[src/rtl/irda_link_scheduler_pkg.sv]
// Shared definitions for the UART-to-IrDA link scheduler: FSM encoding,
// default blanking level and a constant-width helper.
package irda_link_scheduler_pkg;

  typedef enum logic [2:0] {
    IDLE      = 3'd0,
    SEND      = 3'd1,
    WAIT_ACK  = 3'd2,
    WAIT_DONE = 3'd3,
    GUARD     = 3'd4
  } link_state_t;

  localparam logic RX_IDLE_DEFAULT = 1'b0;

  // Ceiling log2, usable in port and parameter widths.
  function automatic int unsigned clog2(input int unsigned value);
    int unsigned result;
    result = 0;
    for (int i = 0; i < 32; i++) begin
      if ((64'd1 << i) < 64'(value)) result = 32'(i) + 32'd1;
    end
    return result;
  endfunction

endpackage

[src/rtl/irda_link_scheduler_fifo.sv]
// Parametrised synchronous FIFO with first-word fall-through output; shared by
// both bridge directions.
module link_fifo
  import irda_link_scheduler_pkg::*;
#(
  parameter int unsigned DATA_W = 8,
  parameter int unsigned DEPTH  = 16
) (
  input  logic                          clock,
  input  logic                          reset,
  input  logic                          push,
  input  logic                          pop,
  input  logic [DATA_W-1:0]             din,
  output logic [DATA_W-1:0]             dout,
  output logic                          empty,
  output logic                          full,
  output logic [clog2(DEPTH+1)-1:0]     count,
  output logic                          overflow
);

  localparam int unsigned PTR_W = clog2(DEPTH);
  localparam int unsigned CNT_W = clog2(DEPTH + 1);

  logic [DATA_W-1:0] mem [DEPTH];
  logic [PTR_W-1:0]  rd_ptr;
  logic [PTR_W-1:0]  wr_ptr;
  logic [CNT_W-1:0]  count_q;
  logic              do_push;
  logic              do_pop;

  assign empty    = (count_q == '0);
  assign full     = (count_q == CNT_W'(DEPTH));
  assign do_pop   = pop && !empty;
  // A pop frees the slot the push lands in, so a full FIFO still accepts it.
  assign do_push  = push && (!full || do_pop);
  assign overflow = push && full && !do_pop;
  assign dout     = mem[rd_ptr];
  assign count    = count_q;

  // NOTE: sequential state uses non-blocking assignments so every register
  // samples pre-edge values regardless of statement order.
  always_ff @(posedge clock or negedge reset) begin
    if (!reset) begin
      rd_ptr  <= '0;
      wr_ptr  <= '0;
      count_q <= '0;
    end else begin
      if (do_push) wr_ptr <= wr_ptr + PTR_W'(1);
      if (do_pop)  rd_ptr <= rd_ptr + PTR_W'(1);
      case ({do_push, do_pop})
        2'b10:   count_q <= count_q + CNT_W'(1);
        2'b01:   count_q <= count_q - CNT_W'(1);
        default: count_q <= count_q;
      endcase
    end
  end

  // NOTE: the storage array is deliberately not reset; the pointers and count
  // define validity, and leaving it out keeps it mappable to RAM.
  always_ff @(posedge clock) begin
    if (do_push) mem[wr_ptr] <= din;
  end

endmodule

[src/rtl/irda_link_scheduler.sv]
// Half-duplex UART-to-IrDA scheduler: buffers UART bytes, launches them when the
// link is quiet, and blanks the IR receive line during and after our own frames.
module irda_link_scheduler
  import irda_link_scheduler_pkg::*;
#(
  parameter int unsigned DATA_W       = 8,
  parameter int unsigned DEPTH        = 16,
  parameter int unsigned GUARD_CYCLES = 16,
  parameter int unsigned ACK_TIMEOUT  = 8,
  parameter logic        RX_IDLE      = RX_IDLE_DEFAULT
) (
  input  logic                      clock,
  input  logic                      reset,
  input  logic                      wr_data,
  input  logic [DATA_W-1:0]         in_data,
  input  logic                      tx_available,
  input  logic                      rx_busy,
  input  logic                      uart_tx_available,
  input  logic                      ir_rx_raw,
  input  logic                      ovf_clr,
  output logic                      send,
  output logic [DATA_W-1:0]         out_data,
  output logic                      ir_rx_gated,
  output logic                      empty,
  output logic                      full,
  output logic [clog2(DEPTH+1)-1:0] count,
  output logic                      overflow,
  output logic                      tx_drop
);

  link_state_t       state_q;
  link_state_t       state_d;
  logic [7:0]        timeout_q;
  logic [7:0]        timeout_d;
  logic [15:0]       guard_q;
  logic [15:0]       guard_d;
  logic              pop;
  logic              ack_lost;
  logic              fifo_ovf;
  logic [DATA_W-1:0] fifo_dout;

  link_fifo #(
    .DATA_W (DATA_W),
    .DEPTH  (DEPTH)
  ) u_fifo (
    .clock    (clock),
    .reset    (reset),
    .push     (wr_data),
    .pop      (pop),
    .din      (in_data),
    .dout     (fifo_dout),
    .empty    (empty),
    .full     (full),
    .count    (count),
    .overflow (fifo_ovf)
  );

  // NOTE: every always_comb output gets a default first so no path leaves a
  // signal unassigned and infers a latch.
  always_comb begin
    state_d   = state_q;
    timeout_d = timeout_q;
    guard_d   = guard_q;
    pop       = 1'b0;
    ack_lost  = 1'b0;
    case (state_q)
      IDLE: begin
        if (!empty && tx_available && !rx_busy && uart_tx_available) begin
          pop     = 1'b1;
          state_d = SEND;
        end
      end
      SEND: begin
        timeout_d = 8'(ACK_TIMEOUT);
        state_d   = WAIT_ACK;
      end
      WAIT_ACK: begin
        if (!tx_available) begin
          state_d = WAIT_DONE;
        end else if (timeout_q <= 8'd1) begin
          // Counter would hit zero: the transmitter never took the byte.
          timeout_d = '0;
          ack_lost  = 1'b1;
          guard_d   = 16'(GUARD_CYCLES);
          state_d   = GUARD;
        end else begin
          timeout_d = timeout_q - 8'd1;
        end
      end
      WAIT_DONE: begin
        if (tx_available) begin
          guard_d = 16'(GUARD_CYCLES);
          state_d = GUARD;
        end
      end
      GUARD: begin
        if (guard_q <= 16'd1) begin
          guard_d = '0;
          state_d = IDLE;
        end else begin
          guard_d = guard_q - 16'd1;
        end
      end
      default: state_d = IDLE;
    endcase
  end

  always_ff @(posedge clock or negedge reset) begin
    if (!reset) begin
      state_q   <= IDLE;
      timeout_q <= '0;
      guard_q   <= '0;
      send      <= 1'b0;
      out_data  <= '0;
      overflow  <= 1'b0;
      tx_drop   <= 1'b0;
    end else begin
      state_q   <= state_d;
      timeout_q <= timeout_d;
      guard_q   <= guard_d;
      send      <= pop;
      if (pop) out_data <= fifo_dout;
      // Clear wins over a same-cycle set so software never misses a clear.
      if (ovf_clr)       overflow <= 1'b0;
      else if (fifo_ovf) overflow <= 1'b1;
      if (ovf_clr)       tx_drop  <= 1'b0;
      else if (ack_lost) tx_drop  <= 1'b1;
    end
  end

  assign ir_rx_gated = (state_q == IDLE) ? ir_rx_raw : RX_IDLE;

endmodule

[config.mk]
export PLATFORM = sky130hd
export DESIGN_NAME = irda_link_scheduler
export DESIGN_NICKNAME = d
export VERILOG_FILES = /design/src/rtl/irda_link_scheduler_pkg.sv /design/src/rtl/irda_link_scheduler_fifo.sv /design/src/rtl/irda_link_scheduler.sv
export SDC_FILE = /design/constraint.sdc
export NUM_CORES = 1
export LEC_CHECK = 0
export BUFFER_PORTS_ARGS = -buffer_cell sky130_fd_sc_hd__buf_2
export CAP_MARGIN = 20
export CELL_PAD_IN_SITES_DETAIL_PLACEMENT = 1
export CELL_PAD_IN_SITES_GLOBAL_PLACEMENT = 1
export CORE_ASPECT_RATIO = 0.9
export CORE_MARGIN = 4
export CORE_UTILIZATION = 52
export DETAILED_ROUTE_END_ITERATION = 12
export PLACE_DENSITY_LB_ADDON = 0.1
export SLEW_MARGIN = 25
export SYNTH_ARGS = -nofsm -noshare
export SYNTH_HDL_FRONTEND = slang
export SYNTH_SLANG_ARGS = --single-unit
export TNS_END_PERCENT = 30
[constraint.sdc]
create_clock -name clock -period 3.5 [get_ports clock]
set_input_delay 0.525 -clock clock [delete_from_list [all_inputs] [get_ports clock]]
set_output_delay 0.525 -clock clock [all_outputs]
set_load 0.01 [all_outputs]
* After elaboration in Yosys (flattened, before gate mapping)
Memories as Yosys holds them, arrays and structs flattened. A register that Yosys moved wholly into a read port is not among the register bits.
Cells that the tools add are included.
** Storage, ports and cells
- Memory bits (writable) :: 128
- Latch bits :: 0
- Register bits :: 43
- Output and inout bits :: 19
- Input port bits :: 16
- Bits in read-only memories :: 0
- Logic and storage cells :: 81
- Memories kept :: 1
** Memories
- u_fifo.mem :: words 16, width 8, read ports 1, clocked after memory_dff 1, write ports 1, line irda_link_scheduler_fifo.sv:24 : logic [DATA_W-1:0] mem [DEPTH];
** Cells by class
- Add/subtract/negate cells :: 6
- Multiply operators :: 0
- Bitwise gates (word level) :: 0
- Div/mod/pow operators :: 0
- Reduce and logical (&&, ||, !) cells :: 23
- Muxes and demuxes :: 27
- Eq/ne operators :: 13
- Order comparisons :: 2
- Shift operators :: 0
** Operators by type and width (number)
- 16-bit 2-to-1 mux :: 4
- 16-bit case mux with 3 select lines :: 1
- 16-bit by 1-bit less-or-equal comparator with 1-bit output, second input constant :: 1
- 8-bit 2-to-1 mux :: 2
- 8-bit case mux with 2 select lines :: 1
- 16-bit by 1-bit subtractor with 16-bit output, second input constant :: 1
- 3-bit 2-to-1 mux :: 5
- 3-bit case mux with 5 select lines :: 1
- 1-bit 2-to-1 mux :: 12
- 2-bit != test, second input constant :: 5
- 5-bit case mux with 2 select lines :: 1
- 4-bit by 1-bit adder with 4-bit output, second input constant :: 2
- 8-bit by 1-bit less-or-equal comparator with 1-bit output, second input constant :: 1
- 4-bit AND reduction :: 2
- 2-bit nonzero test :: 4
- 8-bit by 1-bit subtractor with 8-bit output, second input constant :: 1
- 1-bit logical AND :: 7
- 3-bit by 2-bit == test with 1-bit output, second input constant :: 2
- 5-bit by 1-bit adder with 5-bit output, second input constant :: 1
- 5-bit == test, second input constant :: 1
- 1-bit logical NOT :: 5
- 5-bit logical NOT :: 1
- 5-bit by 1-bit subtractor with 5-bit output, second input constant :: 1
- 3-bit by 1-bit == test with 1-bit output, second input constant :: 1
- 8 further kinds :: 8

* Logic depth before layout (Yosys ltp)
Gate-level depths: netlist of the first run.
- Depth in word-level cells :: 12
- Depth in mapped cells :: 11

* Modules after synthesis
A second synthesis of the first run with hierarchy kept.
** Second synthesis, totals
- Cells, all modules :: 511
- Area, all modules :: 7960.1 um^2
** Modules (own cells, without submodules)
- link_fifo :: seq. area each 4169.0 um^2, cells each 301, area an instance 5806.8 um^2, times used 1
- irda_link_scheduler :: seq. area each 950.9 um^2, cells each 210, area an instance 2153.3 um^2, times used 1

* Least setup slack after synthesis of the first run
Ideal clock, no wire load.
- Path kind :: register to register
- From :: reg state_q[2]
- To :: mem u_fifo.mem[3][0], enable pin
- Library setup time :: 383 ps
- Slack :: 982 ps
- Data arrival time :: 2135 ps
- Stages on the path, launching flop included :: 7
- Required time :: 3117 ps
- Cells stage by stage :: dfrtp_1 -> clkbuf_1 -> nor4b_1 -> o211ai_2 -> a21oi_2 -> nand2_1 -> nor3_1
** On the way
- Word-level cells in the longest chain between the ends :: 7
** Ends and longest elaborated chain
- from (decl) :: line irda_link_scheduler.sv:31 : link_state_t state_q;
- from (signal assigned) :: line irda_link_scheduler.sv:118 : state_q <= state_d;
- 3-bit logical NOT :: line irda_link_scheduler.sv:66 : case (state_q)
- 1-bit 2-to-1 mux :: line irda_link_scheduler.sv:66
- 1-bit logical AND :: line irda_link_scheduler_fifo.sv:33 : assign do_pop = pop && !empty;
- 1-bit logical OR :: line irda_link_scheduler_fifo.sv:35 : assign do_push = push && (!full || do_pop);
- 1-bit logical AND :: line irda_link_scheduler_fifo.sv:35
- 1-bit 2-to-1 mux :: line irda_link_scheduler_fifo.sv:61 : if (do_push) mem[wr_ptr] <= din;
- 1-bit 2-to-1 mux (implied by the code) :: line irda_link_scheduler_fifo.sv:61
- to (decl) :: line irda_link_scheduler_fifo.sv:24
Every way passes these cells.

* Final worst setup path of the first run
- From :: reg u_fifo.count_q[1] (netlist: u_fifo.count[1])
- To :: reg u_fifo.count_q[4] (netlist: u_fifo.count[4])
** On the way
- Word-level cells in the longest chain between the ends :: 12
- Elaborated cells on any way between the ends :: 18
- Those cells by class :: add/sub (2); eq/ne (3); mux (3); reduce/logical (10)
** Ends and longest elaborated chain
- from (decl) :: line irda_link_scheduler_fifo.sv:27 : logic [CNT_W-1:0] count_q;
- from (signal assigned) :: line irda_link_scheduler_fifo.sv:51 : 2'b10: count_q <= count_q + CNT_W'(1);
- from (signal assigned) :: line irda_link_scheduler_fifo.sv:52 : 2'b01: count_q <= count_q - CNT_W'(1);
- from (signal assigned) :: line irda_link_scheduler_fifo.sv:53 : default: count_q <= count_q;
- 5-bit logical NOT :: line irda_link_scheduler_fifo.sv:31 : assign empty = (count_q == '0);
- 1-bit logical NOT :: line irda_link_scheduler_fifo.sv:33, irda_link_scheduler.sv:68
- 1-bit logical AND (3 in a row) :: line irda_link_scheduler.sv:68 : if (!empty && tx_available && !rx_busy && uart_tx_available) begin
- 1-bit 2-to-1 mux :: line irda_link_scheduler.sv:68
- 1-bit 2-to-1 mux :: line irda_link_scheduler.sv:66
- 1-bit logical AND :: line irda_link_scheduler_fifo.sv:33
- 1-bit logical OR :: line irda_link_scheduler_fifo.sv:35
- 1-bit logical AND :: line irda_link_scheduler_fifo.sv:35
- 2-bit by 1-bit == test with 1-bit output or 2-bit == test (tied branches) :: line irda_link_scheduler_fifo.sv:50 : case ({do_push, do_pop})
- 5-bit case mux with 2 select lines or 2-bit nonzero test (tied branches)
Several ways; a longest one is shown, not always the timed one.
A chain may end at the register's enable or synchronous reset.

==> impl_metrics.json, run 1 <==
{
  "status": "finished clean",
  "drt_iter0_drc": 393,
  "leakage_nw": 3.30,
  "finalCriticalPeriod_ns": 2.65,
  "cts-root-buf": "clkbuf_16",
  "cp-end-kind": "register",
  "internal-power_mw": 4.60,
  "power_switching_mw": 2.53,
  "syn-cell-area_mm2": 0.00772,
  "synth.distinct_cells": 56,
  "crit_arrival_ns": 3.00,
  "reg2regPathDepth": 8,
  "min_period_over_period_pct": 75.6,
  "cts-resized-gates": 0,
  "cp_top_family": "simple AND/OR/NAND/NOR gates",
  "dieArea_mm2": 0.0169,
  "seqPwrFrac_pct": 42.5,
  "ctsHoldBuffers": 0,
  "antenna_found_initial": 0,
  "wl_per_cell_um": 23.1,
  "power.density_mw_per_mm2": 813,
  "grt_pass1_vias": 4873,
  "placed_area_mm2": 0.00821,
  "design_area_mm2": 0.00876,
  "grt_max_degree": 35,
  "wl_um": 17800,
  "grt_pass1_wl_um": 28200,
  "num_antenna_cells": 0,
  "swShare_pct": 35.5,
  "start_util_pct": 54.1,
  "ant_nets": 0,
  "hold_viol": 0,
  "stdcell_count": 773,
  "fmax_ghz": 0.378,
  "start_kind": "register",
  "cp_slowest_cell": "or4_1",
  "dr_total_vias": 4528,
  "rows": 41,
  "drive_gt1_share_pct": 24.1,
  "postCtsSetupBuffers": 0,
  "r2r-start": "u_fifo.count[1]",
  "dp_hpwl_um": 12200,
  "rsz0062_at_grt": "no",
  "path_buf_inv": 0,
  "synth-seq-cells": 179,
  "cts_tree": "done",
  "peakVddDrop_v": 0.000451,
  "design.core.area_mm2": 0.0143,
  "worst_pin_slew_ns": 0.898,
  "setup_viol": 0,
  "clk_latency_ns": 0.43,
  "p_comb_share_pct": 32.4,
  "path_class": "register to register",
  "cpPeakStageDelay_ns": 0.61,
  "syn_avg_cell_area_um2": 15.0,
  "clock-sinks": 179,
  "place_inst": 742,
  "die_x_um": 136,
  "path_clk_slew_ns": 0.07,
  "cp_max_fo": 6,
  "ys_warn_count": 0,
  "mostFrequentLayoutCells": "edfxtp_1 (128), dfrtp_1 (51), nand2_1 (50)",
  "register_area_mm2": 0.00512,
  "ys_async_sr_fraction_pct": 28.5,
  "htreeDepth": 4,
  "fp.dieH_um": 124,
  "clock_power_share_pct": 25.1,
  "relSlewSlack_pct": 39.9,
  "pin_count": 35,
  "rrSetupSlack_ns": 0.85,
  "total_power_mw": 7.12,
  "gp_congestion": 0.790,
  "drv_slew": 0,
  "worstPathRequired_ns": 3.85,
  "grtUsageTotal_pct": 23.0,
  "fin_setup_tns_ns": 0,
  "portBuffers": 34,
  "syn_to_final_growth_pct": 13.5,
  "crit_path_cell_trace": "or4_1 -> o211ai_2 -> nor2_1 -> ha_1 -> a21o_1 -> a21oi_1 -> mux2i_1 -> xnor2_1",
  "viasPerCell": 5.86,
  "drc": 0,
  "synth_ff_type": "edfxtp_1",
  "synth_nets": 544,
  "syn-instance-count": 515,
  "hold_class": "primary input to async pin",
  "clock-skew-final_ns": 0.0119,
  "synth-edff-count": 128,
  "multi_input_area_mm2": 0.00244,
  "cts_max_path_buffers": 2,
  "seq_area_frac_synth_pct": 66.4,
  "gr-total-overflow": 0,
  "nFillCells": 1363,
  "timing.rr.end": "u_fifo.count[4]",
  "cap_violations": 0,
  "finish.utilization_pct": 61.4,
  "mostFrequentLayoutCell": "edfxtp_1",
  "detail_route.first_pass.iterations": 4,
  "cts-buffers-inserted": 17,
  "finalNetCount": 597
}
synthesized netlist by cell type, drive strengths merged (4+ instances only):
library cell,instances,area [um2]
a21o,6,45.0
a21oi,22,114
buf,12,55.1
clkbuf,12,45.0
dfrtp,51,1280
edfxtp,128,3840
ha,12,150
inv,14,52.6
mux2,9,101
mux2i,11,110
mux4,32,721
nand2,50,188
nand2b,6,37.5
nand3,7,35.0
nor2,39,146
nor3,12,60.1
nor4,6,52.6
o21ai,18,90.1
or4,4,37.5
xnor2,14,123
through the flow:
step	hold slack (ns)	setup WS [ns]
2_1_floorplan	0.229	0.982
3_3_place_gp	0.451	0.836
3_5_place_dp	0.455	0.769
4_1_cts	0.0868	0.804
5_1_grt	0.0994	0.629
6_report	0.0871	0.854
worst register-to-register path, stage by stage, from the launching register on:
cell	delay, ns
dfrtp_1	0.41
or4_1	0.61
o211ai_2	0.25
nor2_1	0.15
ha_1	0.34
a21o_1	0.19
a21oi_1	0.20
mux2i_1	0.26
xnor2_1	0.15
layout make-up:
cell class	count	area share [%]
Multi-Input combinational cell	298	27.9
Timing Repair Buffer	58	4.00
Tap cell	193	2.76
Clock inverter	14	1.40
Sequential cell	179	58.5
Clock buffer	17	4.86
Inverter	14	0.600
metal layers:
layer | vias up | global-route usage [%] | part of all wire, %
li1 | 2062 | - | -
met1 | 2361 | 31.1 | 45
met2 | 86 | 37.9 | 49
met3 | 19 | 5.66 | 4.4
met4 | 0 | 5.92 | 1.3
met5 | - | 0 | 0
sequential cells by signal, indices dropped and copies added (netlist names):
name	count
u_fifo.mem	128
guard_q	16
out_data	8
timeout_q	8
u_fifo.count	5
u_fifo.rd_ptr	4
u_fifo.wr_ptr	4
state_q	3
overflow	1
send	1
tx_drop	1
power by group through the flow:
| stage | clock network [mW] | logic (mW) | registers [mW] |
|---|---|---|---|
| 6_report | 1.79 | 2.31 | 3.03 |
| 5_1_grt | 1.91 | 2.52 | 3.08 |
| 4_1_cts | 1.82 | 2.33 | 3.02 |
| 3_5_place_dp | 0 | 2.31 | 3.06 |
| 3_3_place_gp | 0 | 2.21 | 3.02 |
| 2_1_floorplan | 0 | 1.65 | 2.92 |
logic make-up after synthesis:
family | after synthesis | synth area share, %
DFF | 179 | 66.4
and+or+nand+nor | 148 | 9.49
AOI/OAI and AO/OA | 71 | 6.31
muxes | 52 | 12.1
buffers and inverters | 38 | 1.98
xor gates and xnor gates | 14 | 1.59
adders and majority gates | 13 | 2.21
worst max-delay path by stage:
stage / start / to / slack (ns) / depth (start not counted)
final: u_fifo.count[1] / u_fifo.count[4] / 0.85 / 8
after global routing: state_q[2] / u_fifo.count[4] / 0.63 / 10
after CTS: u_fifo.count[0] / u_fifo.count[4] / 0.80 / 8
after detailed placement: rx_busy / u_fifo.count[4] / 0.77 / 9
after global placement: rx_busy / u_fifo.mem[9][1] / 0.84 / 7
after floorplan: state_q[2] / u_fifo.mem[3][0] / 0.98 / 6
(Power assumes the default switching activity.)
==> run 2, diff against run 1 <==
--- a/config.mk
+++ b/config.mk
@@ -11,7 +11,7 @@
 export CELL_PAD_IN_SITES_GLOBAL_PLACEMENT = 1
 export CORE_ASPECT_RATIO = 0.9
 export CORE_MARGIN = 4
-export CORE_UTILIZATION = 52
+export CORE_UTILIZATION = 47
 export DETAILED_ROUTE_END_ITERATION = 12
 export PLACE_DENSITY_LB_ADDON = 0.1
 export SLEW_MARGIN = 25
==> constraint.sdc (replaced) <==
create_clock -name clock -period 2.3 [get_ports clock]
set_input_delay 0.345 -clock clock [delete_from_list [all_inputs] [get_ports clock]]
set_output_delay 0.345 -clock clock [all_outputs]
set_load 0.01 [all_outputs]
==> run 2 against run 1 <==
  * Largest power group unchanged
  * Critical path depth grew 1
  * Hold slack gained 0.043 ns
  * Largest cell class unchanged
  * Register-to-register slack lost 0.91 ns
  * The flow now finishes with violations (setup timing)
  * Via count grew 4.1%
==> impl_metrics.json, run 2 (synthesis gave the netlist of run 1 again) <==
{
  "status": "complete, but fails checks",
  "violations": "setup timing",
  "fmax_ghz": 0.424,
  "design.core.area_mm2": 0.0161,
  "cpPeakStageDelay_ns": 0.57,
  "viasPerCell": 5.63,
  "drv_slew": 0,
  "top_regs": "u_fifo.mem: 128 flops, guard_q: 16 flops",
  "routedLengthMet1_um": 7800,
  "leakage_nw": 3.61,
  "cp_slowest_cell": "or4_4",
  "dieArea_mm2": 0.0185,
  "cts-buffers-inserted": 17,
  "grtUsageTotal_pct": 21.1,
  "pin_count": 35,
  "peakVddDrop_v": 0.000951,
  "crit_arrival_ns": 2.71,
  "cp_top_family": "simple AND/OR/NAND/NOR gates",
  "grt_max_degree": 35,
  "gp_congestion": 0.806,
  "num_antenna_cells": 0,
  "path_buf_inv": 0,
  "hold_class": "primary input to register",
  "cts-root-buf": "clkbuf_16",
  "mostFrequentLayoutCell": "edfxtp_1",
  "clk_latency_ns": 0.44,
  "ant_nets": 0,
  "total_power_mw": 11.5,
  "start_kind": "register",
  "clock-skew-final_ns": 0.0142,
  "largest_register_ffs": 128,
  "wl_met3_um": 682,
  "portBuffers": 34,
  "finalCriticalPeriod_ns": 2.36,
  "fin_setup_tns_ns": -0.123,
  "power.density_mw_per_mm2": 1220,
  "highest_layer": "met5",
  "cts_max_path_buffers": 2,
  "setup_viol": 3,
  "wl_per_cell_um": 21.9,
  "grt_pass1_vias": 5007,
  "path_clk_slew_ns": 0.08,
  "die_x_um": 143,
  "relSlewSlack_pct": 62.0,
  "htreeDepth": 4,
  "drc": 0,
  "start_util_pct": 47.8,
  "min_period_over_period_pct": 102,
  "cts_tree": "done",
  "drive_gt1_share_pct": 34.1,
  "rsz0062_at_grt": "yes",
  "crit_path_cell_trace": "or4_4 -> o211ai_4 -> nor2_4 -> ha_1 -> a21o_1 -> a21oi_2 -> xnor2_1 -> nand2_1 -> a22oi_1",
  "clock-sinks": 179,
  "hold_viol": 0,
  "finalNetCount": 646,
  "worst_pin_slew_ns": 0.569,
  "wl_met2_um": 9620,
  "detail_route.first_pass.iterations": 4,
  "syn_to_final_growth_pct": 21.6,
  "dp_hpwl_um": 12300,
  "setup_ws_ns": -0.0574,
  "mostFrequentLayoutCells": "edfxtp_1 (128), buf_4 (62), dfrtp_1 (51)",
  "worstPathRequired_ns": 2.65,
  "top_register": "u_fifo.mem",
  "drt_iter0_drc": 260,
  "dr_total_vias": 4712,
  "wl_um": 18300,
  "rows": 44,
  "path_class": "register to register",
  "cp-end-kind": "register",
  "gr-total-overflow": 0,
  "fp.dieH_um": 130,
  "cp_max_fo": 4,
  "cap_violations": 0,
  "grt_pass1_wl_um": 28800,
  "antenna_found_initial": 1
}
run 2: final timing paths:
| check | startpoint | endpoint | slack (ns) | cells past startpoint |
|---|---|---|---|---|
| max | u_fifo.count[0] | u_fifo.count[3] | -0.06 | 9 |
| min | ovf_clr | overflow | 0.13 | 2 |
| max reg2reg | u_fifo.count[0] | u_fifo.count[3] | -0.06 | 9 |
| min reg2reg | out_data[2] | out_data[2] | 0.47 | 2 |
| max in group asynchronous | reset | out_data[4] | 1.41 | 3 |
| min in group asynchronous | reset | guard_q[14] | 0.29 | 2 |
run 2: what timing repair did:
| item | in CTS | in global routing |
|---|---|---|
| endpoints found under the hold margin | 8 | 0 |
| buffers inserted | 2 | 5 |
| hold buffers | 1 | 0 |
| gates resized for setup | 11 | 22 |
| endpoints found under the setup margin | 4 | 124 |
| pin swaps | 11 | 8 |
run 2: metal layers:
metal,GRT usage (%),up-vias
met4,5.59,2
met5,0,-
met1,27.2,2448
li1,-,2161
met3,4.83,18
met2,36.5,83
run 2: power breakdown:
part	internal [mW]	total, mW	switching [mW]	leakage [nW]
Clock	1.46	2.86	1.40	0.281
Combinational	1.95	4.14	2.19	1.52
Sequential	4.04	4.49	0.446	1.81
run 2: layout make-up:
cell class | instances | area [um2]
inverters | 14 | 52.6
fillers | 1542 | 6740
multi-input cells | 298 | 2590
repair buffers | 107 | 785
clock inverters | 15 | 154
flip-flops and latches | 179 | 5120
clock buffers | 17 | 425
well taps | 207 | 259
run 2: stage by stage:
stage	worst slack, ns	hold slack [ns]	area, um2	utilization (%)	cells
2_1_floorplan	-0.151	0.0494	7760	-	515
3_3_place_gp	-0.0101	0.215	8610	53.4	797
3_5_place_dp	-0.120	0.216	8610	53.4	797
4_1_cts	-0.0568	0.128	9260	57.4	832
5_1_grt	-0.158	0.122	9390	58.2	837
6_report	-0.0574	0.130	9390	58.2	837
==> run 3, diff against run 2 <==
--- a/config.mk
+++ b/config.mk
@@ -14,8 +14,9 @@
 export CORE_UTILIZATION = 47
 export DETAILED_ROUTE_END_ITERATION = 12
 export PLACE_DENSITY_LB_ADDON = 0.1
-export SLEW_MARGIN = 25
+export SLEW_MARGIN = 5
 export SYNTH_ARGS = -nofsm -noshare
 export SYNTH_HDL_FRONTEND = slang
+export SYNTH_HIERARCHICAL = 1
 export SYNTH_SLANG_ARGS = --single-unit
 export TNS_END_PERCENT = 30
==> run 3 against run 2 <==
  * The flow still finishes with violations (setup timing)
  * Global-route usage shrank 0.27 points
  * Synthesized cell count shrank 0.78%
  * Worst setup slack worse by 0.25 ns
  * Flip-flop and latch count unchanged
  * Clock power increased by 2%
  * Maximum frequency is 9.6% lower
==> impl_metrics.json, run 3 <==
{
  "syn-cell-area_mm2": 0.00796,
  "crit_start": "u_fifo/count[2]",
  "crit_arrival_ns": 2.94,
  "top_regs": "u_fifo/mem: 128 flops, guard_q: 16 flops",
  "drc": 0,
  "hold_class": "primary input to register",
  "wl_um": 19300,
  "dp_hpwl_um": 12900,
  "drive_gt1_share_pct": 38.2,
  "design.core.area_mm2": 0.0164,
  "finalNetCount": 626,
  "violations": "setup timing",
  "ys_warn_count": 6,
  "detail_route.first_pass.iterations": 6,
  "die_x_um": 145,
  "cap_violations": 0,
  "path_clk_slew_ns": 0.07,
  "largest_register_ffs": 128,
  "cts-buffers-inserted": 17,
  "ant_nets": 0,
  "cts_max_path_buffers": 2,
  "clock-skew-final_ns": 0.0107,
  "setup_ws_ns": -0.308,
  "cp-endpoint": "u_fifo/count[2]",
  "grt_pass1_vias": 5211,
  "hold_depth": 2,
  "gp_congestion": 0.803,
  "num_antenna_cells": 0,
  "fmax_ghz": 0.383,
  "synth_top_area_share_pct": 48.3,
  "synth.top_cells.by_count": "edfxtp_1 (128), dfrtp_1 (51), mux4_2 (40), nor2_1 (38), inv_1 (24)",
  "cts_tree": "done",
  "drv_slew": 0,
  "cts-root-buf": "clkbuf_16",
  "setup_viol": 120,
  "total_power_mw": 12.2,
  "rows": 44,
  "leakage_nw": 3.47,
  "rrSetupSlack_ns": -0.31,
  "top_register": "u_fifo/mem",
  "fp.dieH_um": 131,
  "cp_max_fo": 5,
  "whs_ns": 0.0685,
  "min_period_over_period_pct": 113,
  "synth-seq-cells": 179,
  "wl_per_cell_um": 23.6,
  "timing.rr.end": "u_fifo/count[2]",
  "seq_area_frac_synth_pct": 64.3,
  "path_class": "register to register",
  "synth-edff-count": 128,
  "start_util_pct": 48.7,
  "relSlewSlack_pct": 56.2,
  "yosysMostFrequentCell": "edfxtp_1",
  "worstPathRequired_ns": 2.63,
  "clk_latency_ns": 0.44,
  "mostFrequentLayoutCell": "edfxtp_1",
  "r2r-start": "u_fifo/count[2]",
  "start_kind": "register",
  "viasPerCell": 5.89,
  "ys_async_sr_fraction_pct": 28.5,
  "syn_avg_cell_area_um2": 15.6,
  "grt_max_degree": 28,
  "worst_pin_slew_ns": 0.658,
  "htreeDepth": 4,
  "mostFrequentLayoutCells": "edfxtp_1 (128), dfrtp_1 (48), buf_4 (47)",
  "syn-instance-count": 511,
  "pin_count": 35,
  "syn_to_final_growth_pct": 21.7,
  "grtUsageTotal_pct": 20.9,
  "grt_pass1_wl_um": 30500,
  "synth.distinct_cells": 67,
  "cp-end-kind": "register",
  "status": "complete, but fails checks",
  "portBuffers": 34,
  "antenna_found_initial": 0,
  "drt_iter0_drc": 284,
  "hp-start": "ovf_clr",
  "dieArea_mm2": 0.0191,
  "yosys.area.top_type": "edfxtp_1",
  "gr-total-overflow": 0,
  "power.density_mw_per_mm2": 1260,
  "synth_nets": 540,
  "synth_ff_type": "edfxtp_1",
  "dr_total_vias": 4812,
  "finalCriticalPeriod_ns": 2.61,
  "rsz0062_at_grt": "yes",
  "clock-sinks": 179,
  "peakVddDrop_v": 0.000562,
  "synth.area.top_cells": "edfxtp_1 (48%), dfrtp_1 (16%), mux4_2 (11%), ha_1 (1.9%), nor2_1 (1.8%)",
  "hold_viol": 0,
  "reg2regPathDepth": 13
}
-- run 3: cell count changes after synthesis, moves of 8 or more --
cell,delta
a21oi_1,-12
inv_1,+10
mux4_2,+8
nand2_1,-31
nand3_1,+9
o211ai_1,+13
-- run 3: cells by family (layout without fill, tap and decap cells) --
logic type	after synthesis	after routing	share of synthesized area, %
DFF	179	179	64.3
and+or+nand+nor	130	130	9.64
AOI/OAI and AO/OA	73	73	6.65
muxes	53	53	13.1
buffers and inverters	49	148	2.62
xor gates and xnor gates	14	14	1.54
adders and majority gates	13	13	2.14
-- run 3: worst min path at each step --
stage / to / slack, ns
after floorplan: guard_q[0] / 0.05
after global placement: guard_q[4] / 0.41
after detailed placement: guard_q[4] / 0.41
after CTS: tx_drop / 0.05
after global routing: tx_drop / 0.06
final: tx_drop / 0.07
-- run 3: where the power goes --
| group | internal (mW) | switching (mW) | leakage, nW | total (mW) |
|---|---|---|---|---|
| sequential | 4.07 | 0.508 | 1.80 | 4.57 |
| combinational | 2.20 | 2.48 | 1.38 | 4.68 |
| clock | 1.55 | 1.36 | 0.282 | 2.91 |
-- run 3: metrics by stage --
step                      instance area [um2]  setup slack, ns  utilization (%)  std cells  setup TNS (ns)
after detailed placement                 8890           -0.376             54.4        775          -30.69
after global placement                   8890           -0.321             54.4        775          -21.97
final                                    9690           -0.308             59.2        817          -17.52
after global routing                     9690           -0.494             59.2        817          -30.15
after CTS                                9590           -0.271             58.6        813          -13.92
after floorplan                          8120           -0.712                -        511          -45.01
-- run 3: timing repair --
item	4_1_cts	5_1_grt
buffers inserted	6	5
resized for setup	16	11
endpoints found under the hold margin	25	0
pin swaps	16	13
setup endpoints to repair	135	135
hold buffers	1	0
-- run 3: worst max-delay path: stages, from the launching register on --
cell      delay, ns
dfrtp_2        0.41
or4_4          0.54
nor2_4         0.16
nor4_4         0.05
nand2_2        0.09
inv_4          0.05
o21ai_4        0.07
nor2_4         0.08
ha_4           0.21
buf_4          0.14
xor2_2         0.16
a21oi_2        0.14
o22ai_2        0.09
a221oi_2       0.29
-- run 3: routing by layer --
layer,wire [um],GRT usage (%),vias to the layer above
met5,0,0,-
met4,142,5.33,0
met3,864,4.89,16
met2,9360,32.2,88
met1,8900,30.4,2543
li1,-,-,2165
-- run 3: cell type report --
class                           instances  area, um2
Inverter                               24       92.6
Multi-Input combinational cell        283       2880
Fill cell                            1521       6670
Clock buffer                           17        425
Sequential cell                       179       5120
Timing Repair Buffer                   92        739
Clock inverter                         15        164
Tap cell                              207        259
